## src/rtl/muldiv_if.sv

```systemverilog
// Request/response channel between the execute stage and the muldiv unit.
// Signal names carry the unit-side direction suffix.
interface muldiv_if #(
    parameter int unsigned XLEN = 32
);
    logic            req_valid_i;
    logic            req_ready_o;
    logic [2:0]      req_op_i;
    logic [XLEN-1:0] req_src1_i;
    logic [XLEN-1:0] req_src2_i;
    logic            kill_i;
    logic            rsp_valid_o;
    logic            rsp_ready_i;
    logic [XLEN-1:0] rsp_rslt_o;
    logic            busy_o;

    modport master (
        output req_valid_i, req_op_i, req_src1_i, req_src2_i, kill_i, rsp_ready_i,
        input  req_ready_o, rsp_valid_o, rsp_rslt_o, busy_o
    );

    modport slave (
        input  req_valid_i, req_op_i, req_src1_i, req_src2_i, kill_i, rsp_ready_i,
        output req_ready_o, rsp_valid_o, rsp_rslt_o, busy_o
    );
endinterface

```

## src/rtl/muldiv.sv

```systemverilog
// Iterative RV32M/RV64M multiply/divide unit: STEP result bits per cycle,
// magnitude datapath with sign correction on the final iteration.
module muldiv #(
    parameter int unsigned XLEN = 32,
    parameter int unsigned STEP = 1
) (
    input logic     clk_i,
    input logic     rst_ni,
    muldiv_if.slave bus
);
    localparam int unsigned N  = XLEN / STEP;
    localparam int unsigned CW = $clog2(N + 1);
    localparam logic [XLEN-1:0] MIN_NEG = {1'b1, {(XLEN-1){1'b0}}};

    if (!((XLEN == 32 || XLEN == 64) && (STEP == 1 || STEP == 2 || STEP == 4 || STEP == 8)
          && (XLEN % STEP == 0))) begin : g_bad_param
        $fatal(1, "FATAL: muldiv needs XLEN in {32,64}, STEP in {1,2,4,8}, XLEN%%STEP==0");
    end

    typedef enum logic [1:0] {IDLE, CALC, DONE} state_e;

    state_e            state_q, state_d;
    logic [CW-1:0]     cnt_q, cnt_d;
    logic [2:0]        op_q, op_d;
    logic              neg_q, neg_d;
    logic [XLEN-1:0]   opnd_q, opnd_d;
    logic [2*XLEN-1:0] acc_q, acc_d;
    logic [XLEN-1:0]   rslt_q, rslt_d;

    logic              is_div, s1_neg, s2_neg, div0, ovf;
    logic [XLEN-1:0]   abs1, abs2;

    always_comb begin : decode
        is_div = bus.req_op_i[2];
        s1_neg = (bus.req_op_i == 3'd1 || bus.req_op_i == 3'd2 || bus.req_op_i == 3'd4 ||
                  bus.req_op_i == 3'd6) && bus.req_src1_i[XLEN-1];
        s2_neg = (bus.req_op_i == 3'd1 || bus.req_op_i == 3'd4 || bus.req_op_i == 3'd6) &&
                 bus.req_src2_i[XLEN-1];
        abs1   = s1_neg ? -bus.req_src1_i : bus.req_src1_i;
        abs2   = s2_neg ? -bus.req_src2_i : bus.req_src2_i;
        div0   = is_div && (bus.req_src2_i == '0);
        ovf    = (bus.req_op_i == 3'd4 || bus.req_op_i == 3'd6) &&
                 (bus.req_src1_i == MIN_NEG) && (bus.req_src2_i == '1);
    end

    logic [STEP-1:0]      digit;
    logic [XLEN+STEP-1:0] mul_sum;
    logic [XLEN:0]        div_t;
    logic [XLEN-1:0]      div_r, div_q, quo_c, rem_c, final_rslt;
    logic [2*XLEN-1:0]    mul_acc, step_acc, prod_c;

    // acc holds {partial, multiplier} for multiply and {remainder, quotient} for divide
    always_comb begin : iterate
        digit   = acc_q[STEP-1:0];
        mul_sum = {{STEP{1'b0}}, acc_q[2*XLEN-1:XLEN]} +
                  ({{STEP{1'b0}}, opnd_q} * {{XLEN{1'b0}}, digit});
        mul_acc = {mul_sum, acc_q[XLEN-1:STEP]};

        div_r = acc_q[2*XLEN-1:XLEN];
        div_q = acc_q[XLEN-1:0];
        div_t = '0;
        for (int unsigned i = 0; i < STEP; i++) begin
            div_t = {div_r, div_q[XLEN-1]};
            div_q = {div_q[XLEN-2:0], 1'b0};
            if (div_t >= {1'b0, opnd_q}) begin
                div_t    = div_t - {1'b0, opnd_q};
                div_q[0] = 1'b1;
            end
            div_r = div_t[XLEN-1:0];
        end

        step_acc = op_q[2] ? {div_r, div_q} : mul_acc;
        prod_c   = neg_q ? -step_acc : step_acc;
        quo_c    = neg_q ? -div_q : div_q;
        rem_c    = neg_q ? -div_r : div_r;
        case (op_q)
            3'd0:                final_rslt = prod_c[XLEN-1:0];
            3'd1, 3'd2, 3'd3:    final_rslt = prod_c[2*XLEN-1:XLEN];
            3'd4, 3'd5:          final_rslt = quo_c;
            default:             final_rslt = rem_c;
        endcase
    end

    always_comb begin : fsm
        state_d = state_q;
        cnt_d   = cnt_q;
        op_d    = op_q;
        neg_d   = neg_q;
        opnd_d  = opnd_q;
        acc_d   = acc_q;
        rslt_d  = rslt_q;
        case (state_q)
            IDLE: begin
                if (bus.req_valid_i && !bus.kill_i) begin
                    op_d    = bus.req_op_i;
                    // remainders follow the dividend sign, everything else the sign product
                    neg_d   = (is_div && bus.req_op_i[1]) ? s1_neg : (s1_neg ^ s2_neg);
                    opnd_d  = is_div ? abs2 : abs1;
                    acc_d   = {{XLEN{1'b0}}, (is_div ? abs1 : abs2)};
                    cnt_d   = CW'(N);
                    state_d = CALC;
                    if (div0) begin
                        rslt_d  = bus.req_op_i[1] ? bus.req_src1_i : '1;
                        state_d = DONE;
                    end else if (ovf) begin
                        rslt_d  = bus.req_op_i[1] ? '0 : bus.req_src1_i;
                        state_d = DONE;
                    end
                end
            end
            CALC: begin
                if (bus.kill_i) begin
                    state_d = IDLE;
                end else begin
                    acc_d = step_acc;
                    cnt_d = cnt_q - CW'(1);
                    if (cnt_q == CW'(1)) begin
                        rslt_d  = final_rslt;
                        state_d = DONE;
                    end
                end
            end
            DONE: begin
                if (bus.kill_i || bus.rsp_ready_i) state_d = IDLE;
            end
            default: state_d = IDLE;
        endcase
    end

    always_ff @(posedge clk_i or negedge rst_ni) begin
        if (!rst_ni) begin
            state_q <= IDLE;
            cnt_q   <= '0;
            op_q    <= '0;
            neg_q   <= 1'b0;
            opnd_q  <= '0;
            acc_q   <= '0;
            rslt_q  <= '0;
        end else begin
            state_q <= state_d;
            cnt_q   <= cnt_d;
            op_q    <= op_d;
            neg_q   <= neg_d;
            opnd_q  <= opnd_d;
            acc_q   <= acc_d;
            rslt_q  <= rslt_d;
        end
    end

    assign bus.req_ready_o = (state_q == IDLE) && !bus.kill_i;
    assign bus.rsp_valid_o = (state_q == DONE) && !bus.kill_i;
    assign bus.busy_o      = (state_q != IDLE);
    assign bus.rsp_rslt_o  = rslt_q;
endmodule

```

## src/flat_wrapper.sv

```systemverilog
// flat-port wrapper written by rule: the top's interface ports become plain ports
module muldiv_flat 
#(
    parameter int unsigned XLEN = 32,
    parameter int unsigned STEP = 1
)
  (clk_i, rst_ni, bus_req_valid_i, bus_req_op_i, bus_req_src1_i, bus_req_src2_i, bus_kill_i, bus_rsp_ready_i, bus_req_ready_o, bus_rsp_valid_o, bus_rsp_rslt_o, bus_busy_o);
  muldiv_if #(.XLEN(XLEN)) bus_i ();
  input logic clk_i;
  input logic rst_ni;
  input wire logic [$bits(bus_i.req_valid_i)-1:0] bus_req_valid_i;
  input wire logic [$bits(bus_i.req_op_i)-1:0] bus_req_op_i;
  input wire logic [$bits(bus_i.req_src1_i)-1:0] bus_req_src1_i;
  input wire logic [$bits(bus_i.req_src2_i)-1:0] bus_req_src2_i;
  input wire logic [$bits(bus_i.kill_i)-1:0] bus_kill_i;
  input wire logic [$bits(bus_i.rsp_ready_i)-1:0] bus_rsp_ready_i;
  output wire logic [$bits(bus_i.req_ready_o)-1:0] bus_req_ready_o;
  output wire logic [$bits(bus_i.rsp_valid_o)-1:0] bus_rsp_valid_o;
  output wire logic [$bits(bus_i.rsp_rslt_o)-1:0] bus_rsp_rslt_o;
  output wire logic [$bits(bus_i.busy_o)-1:0] bus_busy_o;
  assign bus_i.req_valid_i = bus_req_valid_i;
  assign bus_i.req_op_i = bus_req_op_i;
  assign bus_i.req_src1_i = bus_req_src1_i;
  assign bus_i.req_src2_i = bus_req_src2_i;
  assign bus_i.kill_i = bus_kill_i;
  assign bus_i.rsp_ready_i = bus_rsp_ready_i;
  assign bus_req_ready_o = bus_i.req_ready_o;
  assign bus_rsp_valid_o = bus_i.rsp_valid_o;
  assign bus_rsp_rslt_o = bus_i.rsp_rslt_o;
  assign bus_busy_o = bus_i.busy_o;
  muldiv #(.XLEN(XLEN), .STEP(STEP)) u_core (.clk_i(clk_i), .rst_ni(rst_ni), .bus(bus_i));
endmodule
```

## config.mk

```make
export PLATFORM = sky130hd
export DESIGN_NAME = muldiv_flat
export DESIGN_NICKNAME = d
export VERILOG_FILES = /design/src/rtl/muldiv_if.sv /design/src/rtl/muldiv.sv /design/src/flat_wrapper.sv
export SDC_FILE = /design/constraint.sdc
export NUM_CORES = 1
export LEC_CHECK = 0
export CAP_MARGIN = 20
export CORE_MARGIN = 2
export CORE_UTILIZATION = 55
export CTS_BUF_LIST = sky130_fd_sc_hd__clkbuf_16
export DETAILED_ROUTE_END_ITERATION = 8
export GPL_ROUTABILITY_DRIVEN = 0
export GPL_TIMING_DRIVEN = 0
export HOLD_SLACK_MARGIN = 0.12
export PLACE_DENSITY_LB_ADDON = 0.12
export RECOVER_POWER = 50
export REMOVE_ABC_BUFFERS = 1
export SLEW_MARGIN = 40
export SYNTH_ARGS = -nofsm -noshare
export SYNTH_HDL_FRONTEND = slang
export SYNTH_SLANG_ARGS = --single-unit
export TNS_END_PERCENT = 1
```

## constraint.sdc

```tcl
create_clock -name clk_i -period 9.58 [get_ports clk_i]
set_clock_uncertainty 0.1 [all_clocks]
set_input_delay 1.916 -clock clk_i [delete_from_list [all_inputs] [get_ports clk_i]]
set_output_delay 1.916 -clock clk_i [all_outputs]
set_load 0.05 [all_outputs]
```

# Yosys cells after proc, flatten, opt, wreduce, memory -nomap -nowiden
# Cells that the tools add are included.
[word_totals]
word_cells = 99
reg_bits = 140
output_inout_bits = 35
[op_classes]
n_bitwise = 1
n_addsub = 8
reduce_logical = 28
n_mux = 33
n_eq_ne = 20
order_cmp = 1
multipliers = 1
[op_table]
columns = ["operator", "n"]
rows = [
  ["2-to-1 mux 32 bit", 14],
  ["2-to-1 mux 64 bit", 4],
  ["negation 32 bit", 4],
  ["one-hot mux 64 bit (2 select lines)", 1],
  ["one-hot mux 32 bit (3 select lines)", 1],
  ["equality test 32 bit (second input constant)", 2],
  ["negation 64 bit", 1],
  ["one-hot mux 32 bit (2 select lines)", 1],
  ["adder 32 x 33 -> 33 bit", 1],
  ["greater-or-equal comparator 33 x 32 -> 1 bit", 1],
  ["multiplier 32 x 1 -> 33 bit", 1],
  ["zero test 32 bit", 1],
  ["subtractor 32 bit", 1],
  ["equality test 3 bit (second input constant)", 4],
  ["2-to-1 mux 2 bit", 6],
  ["2-to-1 mux 6 bit", 2],
  ["one-hot mux 6 bit (2 select lines)", 1],
  ["equality test 3 x 2 -> 1 bit (second input constant)", 3],
  ["logical AND 1 bit", 9],
  ["logical OR 1 bit", 7],
  ["equality test 3 x 1 -> 1 bit (second input constant)", 2],
  ["equality test 6 x 1 -> 1 bit (second input constant)", 1],
  ["!= test 2 x 1 -> 1 bit (second input constant)", 3],
  ["one-hot mux 2 bit (3 select lines)", 1],
  ["17 further kinds", 20],
]

# Depth between registers and ports, before layout
[logic_depth]
word_depth = 9
mapped_depth = 24
ltp_nobuf = 21

# Least setup slack after synthesis
# Ideal clock, no wire load.
[synth_timing]
path_kind = "input port to flip-flop"
start = "in bus_req_src1_i[12]"
end = "reg u_core.rslt_q[23] (netlist: u_core.bus.rsp_rslt_o[23])"
cell_stages = 12
setup_time_ns = 0.126
path_slack_ns = 4.182
t_required_ns = 9.354
t_arrival_ns = 5.172
cell_sequence = "or4_4 or3_4 or4_4 nand2b_4 or4_4 o21a_1 a211o_1 nor2_4 o21ai_2 a221o_1 a221oi_2 a21oi_1"
[synth_via]
elab_chain_len = 5
[synth_lines]
columns = ["element", "line", "text"]
rows = [
  ["start: declaration", "flat_wrapper.sv:13", "input wire logic [$bits(bus_i.req_src1_i)-1:0] bus_req_src1_i;"],
  ["equality test 32 bit", "muldiv.sv:43", "(bus.req_src1_i == MIN_NEG) && (bus.req_src2_i == '1);"],
  ["logical AND 1 bit", "muldiv.sv:42", "ovf = (bus.req_op_i == 3'd4 || bus.req_op_i == 3'd6) &&"],
  ["logical AND 1 bit", "muldiv.sv:43", ""],
  ["!= test 3 x 1 -> 1 bit (no line)", "--", ""],
  ["AND reduction 5 bit (no line)", "--", ""],
  ["end signal: assignment", "muldiv.sv:146", "rslt_q <= rslt_d;"],
  ["end: declaration", "muldiv.sv:28", "logic [XLEN-1:0] rslt_q, rslt_d;"],
]
# No other way between the ends.
# A chain may end at the register's enable or synchronous reset.

# Final worst setup path
[layout_timing]
start = "reg u_core.acc_q[37]"
end = "reg u_core.rslt_q[26] (netlist: u_core.bus.rsp_rslt_o[26])"
[layout_via]
elab_chain_len = 9
[layout_lines]
columns = ["element", "line", "text"]
rows = [
  ["start: declaration", "muldiv.sv:27", "logic [2*XLEN-1:0] acc_q, acc_d;"],
  ["start signal: assignment", "muldiv.sv:137", "acc_q <= '0;"],
  ["start signal: assignment", "muldiv.sv:145", "acc_q <= acc_d;"],
  ["subtractor 32 bit or greater-or-equal comparator 33 x 32 -> 1 bit (tied branches)", "muldiv.sv:66, muldiv.sv:65", ""],
  ["2-to-1 mux 32 bit or 2-to-1 mux 1 bit (tied branches)", "muldiv.sv:65", "if (div_t >= {1'b0, opnd_q}) begin"],
  ["2-to-1 mux 64 bit", "muldiv.sv:72", "step_acc = op_q[2] ? {div_r, div_q} : mul_acc;"],
  ["negation 64 bit", "muldiv.sv:73", "prod_c = neg_q ? -step_acc : step_acc;"],
  ["2-to-1 mux 64 bit", "muldiv.sv:73", ""],
  ["one-hot mux 32 bit (3 select lines) (*)", "muldiv.sv:76", "case (op_q)"],
  ["2-to-1 mux 32 bit (*)", "muldiv.sv:117", "if (cnt_q == CW'(1)) begin"],
  ["2-to-1 mux 32 bit (*)", "muldiv.sv:112", "if (bus.kill_i) begin"],
  ["one-hot mux 32 bit (2 select lines) (*)", "muldiv.sv:92", "case (state_q)"],
]
# Every way passes the cells marked *; elsewhere a longest branch is shown, timed or not. The select of a mux whose other input is x is not followed.

==> flow_summary.json <==
{
  "outcome": "finished, violations left",
  "violations": "max-capacitance violations, max-slew violations",
  "grt_max_degree": 67,
  "dr.max_layer_used": "met4",
  "crit_required_ps": 9790,
  "hold_depth": 2,
  "insertion_delay_ps": 450,
  "setup_ws_ps": 1520,
  "r2r_setup_slack_ps": 1520,
  "synth_edf_count": 0,
  "critPathMaxStageDelay_ps": 670,
  "cts.clk_slew.worst_paths_ps": 70,
  "fin_crit_ps": 8060,
  "crit_cells": 20,
  "core_um2": 32400,
  "setup_viol": 0,
  "synth-seq-cells": 140,
  "drc": 0,
  "grt_pass1_wl_mm": 106,
  "placementRows": 66,
  "root_buffer": "clkbuf_16",
  "syn_avg_cell_area_um2": 7.04,
  "synthArstFlopShare_pct": 100,
  "cts_made_buffers": 17,
  "layout_common_cells": "280 x nor2_1, 263 x o21ai_0, 260 x nand2_1, 253 x a21oi_1, 137 x dfrtp_1",
  "cp_top_family": "simple AND/OR/NAND/NOR gates",
  "grt_overflow": 0,
  "yosysSeqAreaShare_pct": 19.5,
  "drive_gt1_share_pct": 5.34,
  "period_share_pct": 84.2,
  "grt_pass1_vias": 18700,
  "htree_num_levels": 4,
  "port_buffers": 106,
  "antenna_found_initial": 0,
  "clockBufferDepth": 2,
  "first_iter_violations": 2442,
  "crit_chain": "ha_1, a21oi_2, o21ai_0, a21boi_1, a31o_2, nand2_4, inv_4, nor2_1, a21oi_1, ha_1, o21ai_0, or3_1, or2_2, nor2_1, nand2_1, nor4bb_1, nand4_1, o21ai_0, mux2i_1, o21ai_0",
  "die_area_um2": 34200,
  "synthFlopType": "dfrtp_1",
  "fp.dieW_um": 185,
  "post_drt_wl_per_cell_um": 23.1,
  "via_per_inst": 6.81,
  "ctsHoldBuffers": 0,
  "antenna_cells": 0,
  "grt_setup_unrepaired": "no",
  "ys_warn_count": 0,
  "cts_sinks": 140,
  "worst-path-buf-inv": 1,
  "maxSlewHeadroom_pct": -96.2,
  "tightestPinTransition_ps": 2940,
  "regArea_um2": 3510,
  "cts_tree": "built",
  "hold_class": "reg -> reg",
  "wl_met1_mm": 27.3,
  "max_freq_ghz": 0.124,
  "dr_wl_met2_mm": 29.5,
  "cpMaxStageDelayCell": "a31o_2",
  "critical_path.max_fanout": 60,
  "dr_wl_met3_mm": 7.73,
  "syn_to_final_growth_pct": 10.9,
  "vias": 20200,
  "crit_path_start_kind": "flop",
  "worstRegToRegCells": 20,
  "start_util_pct": 55.6,
  "cts_setup_buffers": 0,
  "nFillCells": 3041,
  "dpl.hpwl_mm": 52.6,
  "multiInputGateArea_um2": 13600,
  "ioPinCount": 107,
  "mostFrequentLayoutCell": "nor2_1",
  "dp_slack_ps": 2000,
  "cpMostUsedCell": "o21ai_0",
  "critPathCaptureType": "flop",
  "finalWirelength_mm": 68.7,
  "syn_area_um2": 18000,
  "final_max_slew_viol_count": 94,
  "cts-resized-gates": 0,
  "die_y_um": 185,
  "maxCapViolCount": 2,
  "crit_type": "reg -> reg",
  "synth.distinct_cells": 99,
  "syn_inst": 2556,
  "hold_violations": 0,
  "crit_arrival_ps": 8270,
  "drt-pass1-iter-count": 8,
  "ant_nets": 0,
  "grt.total_usage_pct": 39.9,
  "fin_nets": 2662
}
-- path summary, 6_finish.rpt --
| kind | startpoint | end |
|---|---|---|
| max | u_core.acc_q[37]$_DFFE_PN0P_ | u_core.bus.rsp_rslt_o[26]$_DFFE_PN0P_ |
| min | u_core.bus.rsp_rslt_o[3]$_DFFE_PN0P_ | u_core.bus.rsp_rslt_o[3]$_DFFE_PN0P_ |
| max reg2reg | u_core.acc_q[37]$_DFFE_PN0P_ | u_core.bus.rsp_rslt_o[26]$_DFFE_PN0P_ |
| min reg2reg | u_core.bus.rsp_rslt_o[3]$_DFFE_PN0P_ | u_core.bus.rsp_rslt_o[3]$_DFFE_PN0P_ |
| max in group asynchronous | rst_ni | u_core.neg_q$_DFFE_PN0P_ |
| min in group asynchronous | rst_ni | u_core.cnt_q[3]$_DFFE_PN0P_ |
-- cell type report --
type	instances	area share [%]
inverter	74	1.42
sequential	140	17.6
tap	442	2.77
clock buffer	17	2.13
timing repair buffer	125	7.01
clock inverter	15	1.03
multi-input combinational	2158	68.0
-- flip-flops by register name, summed over array words and instances, names as in the netlist --
name	flops
u_core.acc_q	64
u_core.bus.rsp_rslt_o	32
u_core.opnd_q	32
u_core.cnt_q	6
u_core.op_q	3
u_core.state_q	2
u_core.neg_q	1
-- Yosys cell counts (all sizes together), types with 21 or more instances --
master / n / area (µm²)
a211oi: 30 / 230
a21oi: 255 / 1280
a31oi: 29 / 181
buf: 45 / 213
clkbuf: 139 / 523
dfrtp: 140 / 3500
ha: 72 / 901
inv: 73 / 274
mux2i: 72 / 721
nand2: 262 / 991
nand2b: 30 / 195
nand3: 46 / 230
nand4: 37 / 231
nor2: 284 / 1070
nor2b: 21 / 131
nor3: 79 / 395
nor4: 30 / 194
o211ai: 29 / 228
o21ai: 274 / 1380
o31ai: 45 / 338
o41ai: 21 / 191
or2: 23 / 144
or3: 32 / 205
xnor2: 99 / 867
xor2: 98 / 858
-- worst register-to-register path, cell delays in order (launching register included) --
cell and delay, ps:
dfrtp_1 490, ha_1 470, a21oi_2 340, o21ai_0 240
a21boi_1 490, a31o_2 680, nand2_4 560, inv_4 660
nor2_1 390, a21oi_1 280, ha_1 280, o21ai_0 180
or3_1 420, or2_2 340, nor2_1 270, nand2_1 260
nor4bb_1 570, nand4_1 320, o21ai_0 290, mux2i_1 190
o21ai_0 120
-- through the flow --
step	hold slack [ps]	std cells	cell area (µm²)	setup TNS, ps	utilization, %
after floorplan	350	2372	17300	0	-
after global placement	365	2920	18900	-24780	58.3
after detailed placement	369	2939	19400	0	59.9
after CTS	382	2971	20000	0	61.9
after global routing	409	2971	20000	0	61.7
final	375	2971	20000	0	61.7
-- logic make-up (layout without fill, tap and decap cells) --
group / count (synthesis) / count (layout) / synth area share (%)
AND/OR/NAND/NOR: 937 / 937 / 25.1
AO/OA/AOI/OAI: 862 / 862 / 29.9
buffers and inverters: 258 / 231 / 5.63
XOR/XNOR: 197 / 197 / 9.59
flip-flops: 140 / 140 / 19.5
multiplexers: 85 / 85 / 4.88
adder cells (fa/ha/maj): 77 / 77 / 5.39
-- routing by layer --
layer	up-vias	track usage, %
met1	9429	52.4
met3	238	8.34
met2	1292	60.9
li1	9272	-
met5	-	0
met4	0	22.8
Power is not shown: default switching activity piles up to over one toggle a cycle in this logic, so the estimate is an artifact.
